===== src/rtl/menu_controller_if.sv =====
// +----------------------------------------------------------------------+
// | menu_controller_if : encoder ticks in, LEDs and config bus out        |
// | Revision 1.0                                                          |
// +----------------------------------------------------------------------+
`default_nettype none

interface menu_controller_if #(
   parameter int NREG  = 4,
   parameter int WIDTH = 8
);
   logic                    center;
   logic                    left;
   logic                    right;
   logic [7:0]              leds;
   logic                    edit;
   logic [NREG*WIDTH-1:0]   cfg_bus;
   logic                    cfg_we;
   logic [2:0]              cfg_addr;
   logic [WIDTH-1:0]        cfg_data;

   // master: tick sources and configuration consumers
   modport master (
      output center, left, right,
      input  leds, edit, cfg_bus, cfg_we, cfg_addr, cfg_data
   );

   // slave: the menu controller itself
   modport slave (
      input  center, left, right,
      output leds, edit, cfg_bus, cfg_we, cfg_addr, cfg_data
   );
endinterface

`default_nettype wire


===== src/rtl/menu_controller.sv =====
// +----------------------------------------------------------------------+
// | menu_controller : browse/edit menu over a bank of config registers   |
// | Revision 1.0                                                          |
// +----------------------------------------------------------------------+
`default_nettype none

module menu_controller #(
   parameter int NREG      = 4,
   parameter int WIDTH     = 8,
   parameter int BLINK_DIV = 25_000_000,
   parameter int TIMEOUT   = 500_000_000
) (
   input  logic             clk,
   input  logic             rst,
   menu_controller_if.slave bus
);
   localparam int DIV_W  = $clog2(BLINK_DIV);
   localparam int IDLE_W = $clog2(TIMEOUT);
   localparam int BUS_W  = NREG * WIDTH;

   localparam logic [DIV_W-1:0]  DIV_LAST  = DIV_W'(BLINK_DIV - 1);
   localparam logic [IDLE_W-1:0] IDLE_LAST = IDLE_W'(TIMEOUT - 1);
   localparam logic [2:0]        SEL_LAST  = 3'(NREG - 1);
   localparam logic [WIDTH-1:0]  SHD_MAX   = '1;

   localparam logic [0:0] ST_BROWSE = 1'b0;
   localparam logic [0:0] ST_EDIT   = 1'b1;

   logic [0:0]        state_q,   state_d;
   logic [2:0]        sel_q,     sel_d;
   logic [WIDTH-1:0]  shd_q,     shd_d;
   logic [BUS_W-1:0]  cfg_bus_q, cfg_bus_d;
   logic              cfg_we_q,  cfg_we_d;
   logic [2:0]        cfg_addr_q, cfg_addr_d;
   logic [WIDTH-1:0]  cfg_data_q, cfg_data_d;
   logic [7:0]        leds_q,    leds_d;
   logic              edit_q,    edit_d;
   logic              hb_q,      hb_d;
   logic [DIV_W-1:0]  div_q,     div_d;
   logic [IDLE_W-1:0] idle_q,    idle_d;

   logic              ev_center;
   logic              ev_right;
   logic              ev_left;
   logic              ev_any;
   logic [WIDTH-1:0]  cur_reg;

   // center wins; a simultaneous left/right pair cancels but still counts as activity
   assign ev_center = bus.center;
   assign ev_right  = bus.right & ~bus.left & ~bus.center;
   assign ev_left   = bus.left & ~bus.right & ~bus.center;
   assign ev_any    = bus.center | bus.left | bus.right;
   assign cur_reg   = cfg_bus_q[int'(sel_q) * WIDTH +: WIDTH];

   always_ff @(posedge clk) begin
      if (rst) begin
         state_q    <= ST_BROWSE;
         sel_q      <= '0;
         shd_q      <= '0;
         cfg_bus_q  <= '0;
         cfg_we_q   <= 1'b0;
         cfg_addr_q <= '0;
         cfg_data_q <= '0;
         leds_q     <= 8'h01;
         edit_q     <= 1'b0;
         hb_q       <= 1'b0;
         div_q      <= '0;
         idle_q     <= '0;
      end else begin
         state_q    <= state_d;
         sel_q      <= sel_d;
         shd_q      <= shd_d;
         cfg_bus_q  <= cfg_bus_d;
         cfg_we_q   <= cfg_we_d;
         cfg_addr_q <= cfg_addr_d;
         cfg_data_q <= cfg_data_d;
         leds_q     <= leds_d;
         edit_q     <= edit_d;
         hb_q       <= hb_d;
         div_q      <= div_d;
         idle_q     <= idle_d;
      end
   end

   always_comb begin
      state_d    = state_q;
      sel_d      = sel_q;
      shd_d      = shd_q;
      cfg_bus_d  = cfg_bus_q;
      cfg_we_d   = 1'b0;
      cfg_addr_d = cfg_addr_q;
      cfg_data_d = cfg_data_q;
      idle_d     = '0;

      if (div_q == DIV_LAST) begin
         div_d = '0;
         hb_d  = ~hb_q;
      end else begin
         div_d = div_q + 1'b1;
         hb_d  = hb_q;
      end

      case (state_q)
         ST_BROWSE: begin
            if (ev_center) begin
               shd_d   = cur_reg;
               state_d = ST_EDIT;
            end else if (ev_right) begin
               sel_d = (sel_q == SEL_LAST) ? 3'd0 : sel_q + 3'd1;
            end else if (ev_left) begin
               sel_d = (sel_q == 3'd0) ? SEL_LAST : sel_q - 3'd1;
            end
         end
         default: begin
            if (ev_center) begin
               cfg_bus_d[int'(sel_q) * WIDTH +: WIDTH] = shd_q;
               cfg_we_d   = 1'b1;
               cfg_addr_d = sel_q;
               cfg_data_d = shd_q;
               state_d    = ST_BROWSE;
            end else if (ev_any) begin
               if (ev_right && shd_q != SHD_MAX) begin
                  shd_d = shd_q + 1'b1;
               end else if (ev_left && shd_q != '0) begin
                  shd_d = shd_q - 1'b1;
               end
            end else if (idle_q == IDLE_LAST) begin
               state_d = ST_BROWSE;
            end else begin
               idle_d = idle_q + 1'b1;
            end
         end
      endcase
   end

   // outputs are computed from next state so they appear together with it
   always_comb begin
      edit_d = (state_d == ST_EDIT);
      if (state_d == ST_EDIT) begin
         leds_d = shd_d;
      end else begin
         leds_d = {hb_d, 7'(7'd1 << sel_d)};
      end
   end

   assign bus.leds     = leds_q;
   assign bus.edit     = edit_q;
   assign bus.cfg_bus  = cfg_bus_q;
   assign bus.cfg_we   = cfg_we_q;
   assign bus.cfg_addr = cfg_addr_q;
   assign bus.cfg_data = cfg_data_q;

endmodule

`default_nettype wire


===== src/flat_wrapper.sv =====
// flat-port wrapper written by rule: the top's interface ports become plain ports
module menu_controller_flat 
#(
   parameter int NREG      = 4,
   parameter int WIDTH     = 8,
   parameter int BLINK_DIV = 25_000_000,
   parameter int TIMEOUT   = 500_000_000
)
  (clk, rst, bus_center, bus_left, bus_right, bus_leds, bus_edit, bus_cfg_bus, bus_cfg_we, bus_cfg_addr, bus_cfg_data);
  menu_controller_if #(.NREG(NREG), .WIDTH(WIDTH)) bus_i ();
  input  logic clk;
  input  logic rst;
  input wire logic [$bits(bus_i.center)-1:0] bus_center;
  input wire logic [$bits(bus_i.left)-1:0] bus_left;
  input wire logic [$bits(bus_i.right)-1:0] bus_right;
  output wire logic [$bits(bus_i.leds)-1:0] bus_leds;
  output wire logic [$bits(bus_i.edit)-1:0] bus_edit;
  output wire logic [$bits(bus_i.cfg_bus)-1:0] bus_cfg_bus;
  output wire logic [$bits(bus_i.cfg_we)-1:0] bus_cfg_we;
  output wire logic [$bits(bus_i.cfg_addr)-1:0] bus_cfg_addr;
  output wire logic [$bits(bus_i.cfg_data)-1:0] bus_cfg_data;
  assign bus_i.center = bus_center;
  assign bus_i.left = bus_left;
  assign bus_i.right = bus_right;
  assign bus_leds = bus_i.leds;
  assign bus_edit = bus_i.edit;
  assign bus_cfg_bus = bus_i.cfg_bus;
  assign bus_cfg_we = bus_i.cfg_we;
  assign bus_cfg_addr = bus_i.cfg_addr;
  assign bus_cfg_data = bus_i.cfg_data;
  menu_controller #(.NREG(NREG), .WIDTH(WIDTH), .BLINK_DIV(BLINK_DIV), .TIMEOUT(TIMEOUT)) u_core (.clk(clk), .rst(rst), .bus(bus_i));
endmodule

===== config.mk =====
export PLATFORM = sky130hd
export DESIGN_NAME = menu_controller_flat
export DESIGN_NICKNAME = d
export VERILOG_FILES = /design/src/rtl/menu_controller_if.sv /design/src/rtl/menu_controller.sv /design/src/flat_wrapper.sv
export SDC_FILE = /design/constraint.sdc
export NUM_CORES = 1
export LEC_CHECK = 0
export ABC_AREA = 1
export CAP_MARGIN = 5
export CORE_ASPECT_RATIO = 2
export CORE_UTILIZATION = 52
export CTS_CLUSTER_SIZE = 25
export DETAILED_ROUTE_END_ITERATION = 8
export PLACE_DENSITY = 0.76
export SETUP_SLACK_MARGIN = 0.02
export SKIP_LAST_GASP = 1
export SLEW_MARGIN = 30
export SYNTH_ARGS = -nofsm -noshare
export SYNTH_HDL_FRONTEND = slang
export SYNTH_SLANG_ARGS = --single-unit
export TNS_END_PERCENT = 100

===== constraint.sdc =====
create_clock -name clk -period 2.1 [get_ports clk]
set_input_delay 0.42 -clock clk [delete_from_list [all_inputs] [get_ports clk]]
set_output_delay 0.42 -clock clk [all_outputs]
set_load 0.1 [all_outputs]

==> impl_metrics.toml <==
[cts]
cts_num_sinks = 119
cts_tree = "yes"
cts_root_buf = "clkbuf_16"
worstSkewPairLatency_ps = 420
h-tree-depth = 4
clk_pin_slew_worst_paths_ps = 50
cts_buffer_depth = 2
post_cts.repair.setup_buffers = 0
cts_buffers = 17

[synth]
ys_types = 44
synth_area_per_cell_um2 = 6.85
ys_seq_area_share_pct = 38.7
syn_nets = 914
synthCells = 900
ys_ff_latch = 119
synthArstFlopShare_pct = 0
ys.flop_type = "dfxtp_1"
ys_warn_count = 0
synth_edf_count = 0
synth_area_um2 = 6160

[timing]
rsz0062_at_grt = "false"
fin_crit_sh_pct = 94.2
min_period_ps = 1980
setup_violations = 0
tns_ps = 0
report.final.slew_viol_count = 0
hold_violations = 0
tightest_slew_ps = 508
fin_ws_ps = 122
relSlewSlack_pct = 65.8
max_freq_mhz = 506
skew_ps = 13.7

[min_path]
hp-class = "reg -> reg"
min-delay-start = "u_core.div_q[0]"

[floorplanning]
die_area_um2 = 12300
rows = 55
core-area_um2 = 11400
die_h_um = 156
start_util_pct = 53.9
die_w_um = 79.0
ios = 58

[place]
postPlaceCellArea_um2 = 6970
post-place-ws_ps = -135
dp_hpwl_mm = 14.2
io_buffers = 57
placed_cells = 1113
gp_congestion = 1.02

[finish]
areaGrowthSynthToFinish_pct = 22.7
final_layout_size_suffix_gt1_share_pct = 16.4
nFillCells = 1059
layout.cells.non_filler = 1143
nets = 1004
num_antenna_cells = 0
finalInstanceArea_um2 = 7560

[pwr]
power_uw = 6020
leakage_uw = 0.00320
power.density_nw_per_um2 = 797
ir_drop_mv = 0.572

[worst_setup_path]
end_kind = "register"
crit_path_max_fanout = 8
cp.arrival_ps = 2280
critPathLaunch = "u_core.shd_q[1]"
r2r_start = "u_core.shd_q[1]"
crit_type = "reg -> reg"
startpoint_type = "register"
worstPathRequired_ps = 2410

[global_route]
grt_overflow_total = 0
antenna_found_initial = 0
grt_start_max_net_pins = 31
grt_pass1_wl_mm = 29.8
grt.total_usage_pct = 31.9
grt_pass1_vias = 6267

[detailed_routing]
vias = 6351
wl_per_cell_um = 16.3
ant_nets = 0
drc = 0
drt_iter0_markers = 355
postRouteWirelength_mm = 18.7
viasPerCell = 5.56
dr.pass1.iters = 5

[status]
status = "finished clean"

[job]
maxCapViolCount = 0
==> through the flow <==
step                      util [%]  hold slack [ps]
after floorplan                  -              418
after global placement        61.1              433
after detailed placement      61.1              440
after CTS                     66.1              452
after global routing          66.2              484
final                         66.2              454
==> sequential cells by signal (all words and copies together) (netlist names) <==
| signal | flops |
|---|---|
| u_core.bus.cfg_bus | 32 |
| u_core.idle_q | 29 |
| u_core.div_q | 25 |
| u_core.bus.cfg_data | 8 |
| u_core.bus.leds | 8 |
| u_core.shd_q | 8 |
| u_core.bus.cfg_addr | 3 |
| u_core.sel_q | 3 |
| u_core.bus.cfg_we | 1 |
| u_core.hb_q | 1 |
| u_core.state_q | 1 |
==> metal layers <==
| metal | share of wire, % | track usage, % | vias to the layer above |
|---|---|---|---|
| met3 | 4.1 | 5.91 | 91 |
| met5 | 0 | 0 | - |
| met2 | 55 | 60.1 | 255 |
| li1 | - | - | 3129 |
| met4 | 7.4 | 23.9 | 0 |
| met1 | 34 | 29.2 | 2876 |
==> cells in the mapped netlist, types with 2 or more instances <==
cell | number | area share (%)
o22ai_1 | 6 | 0.61
or2_0 | 4 | 0.41
xor2_1 | 15 | 2.1
nor2_1 | 88 | 5.4
nor4_1 | 8 | 0.81
inv_1 | 107 | 6.5
nor2_2 | 4 | 0.41
clkbuf_1 | 9 | 0.55
clkinv_1 | 2 | 0.12
xnor2_1 | 5 | 0.71
o21a_1 | 2 | 0.24
o21ai_1 | 2 | 0.16
nand2_1 | 198 | 12
dfxtp_1 | 119 | 39
ha_1 | 9 | 1.8
inv_2 | 7 | 0.43
nand3_2 | 4 | 0.65
nor3b_1 | 7 | 0.85
a21oi_1 | 83 | 6.7
buf_6 | 2 | 0.37
or2_2 | 4 | 0.41
nand3_1 | 42 | 3.4
buf_2 | 13 | 1.1
buf_4 | 3 | 0.37
nor2_4 | 2 | 0.37
o211ai_1 | 2 | 0.24
nand3b_1 | 4 | 0.49
nor3_1 | 48 | 3.9
nand2_2 | 8 | 0.81
nand4_1 | 17 | 1.7
o21ai_0 | 59 | 4.8
a211oi_1 | 4 | 0.49
a31oi_1 | 2 | 0.20
==> worst paths after layout <==
check / endpoint / cells after the start / slack [ps]
max: u_core.bus.leds[4] / 13 / 120
max reg2reg: u_core.bus.leds[4] / 13 / 120
min reg2reg: u_core.div_q[0] / 1 / 450
min: u_core.div_q[0] / 1 / 450
==> where the power goes <==
part / internal [uW] / switching [uW]
sequential: 2310 / 52.1
clock: 1820 / 1040
combinational: 218 / 582
total: 4350 / 1680
==> area by class of cell <==
class | count | area [um^2] | share of cell area [%]
Clock buffer | 21 | 470 | 6.22
Clock inverter | 9 | 101 | 1.34
Inverter | 116 | 435 | 5.76
Multi-Input combinational cell | 637 | 3200 | 42.4
Sequential cell | 119 | 2380 | 31.5
Tap cell | 142 | 178 | 2.35
Timing Repair Buffer | 99 | 791 | 10.5
==> repair_timing <==
| item | in CTS | in global routing |
|---|---|---|
| endpoints found under the setup margin | 0 | 1 |
| gates resized for setup | 0 | 3 |
| hold buffers | 0 | 0 |
| endpoints found under the hold margin | 0 | 0 |
==> placed cells by master (no fill, tap or decap), drive strengths merged, types with 6 or more instances in the layout <==
| master | synthesis | final |
|---|---|---|
| nor4 | 9 | 9 |
| xor2 | 15 | 15 |
| nor2 | 94 | 94 |
| clkbuf | 10 | 21 |
| a21oi | 84 | 84 |
| nor3 | 50 | 50 |
| or2 | 8 | 8 |
| dfxtp | 119 | 119 |
| ha | 9 | 9 |
| nand4 | 18 | 18 |
| o21ai | 61 | 61 |
| clkinv | 2 | 8 |
| inv | 114 | 114 |
| nand2 | 207 | 207 |
| nor3b | 8 | 8 |
| buf | 18 | 95 |
| nand3 | 46 | 46 |
| o22ai | 6 | 6 |
==> kinds of logic (layout without fill, tap and decap cells) <==
kind of cell	count (synthesis)	after routing	share of synthesized area [%]
simple gates	446	446	33.3
flops	119	119	38.7
compound gates	162	162	13.7
fa+ha+maj	9	9	1.83
buf+inv	144	245	9.62
xor+xnor	20	20	2.84
==> critical path, stage by stage (launching register included) <==
cell	delay, ps
dfxtp_1	500
ha_1	280
nand2_1	90
nor2_1	170
nand2_1	160
nand2_4	130
inv_2	70
buf_4	140
nand2_1	60
nand2_1	50
nand2_1	70
nand2_1	50
nand2_1	60
nand2_1	50
No activity file was read; power rests on OpenSTA's default activity.
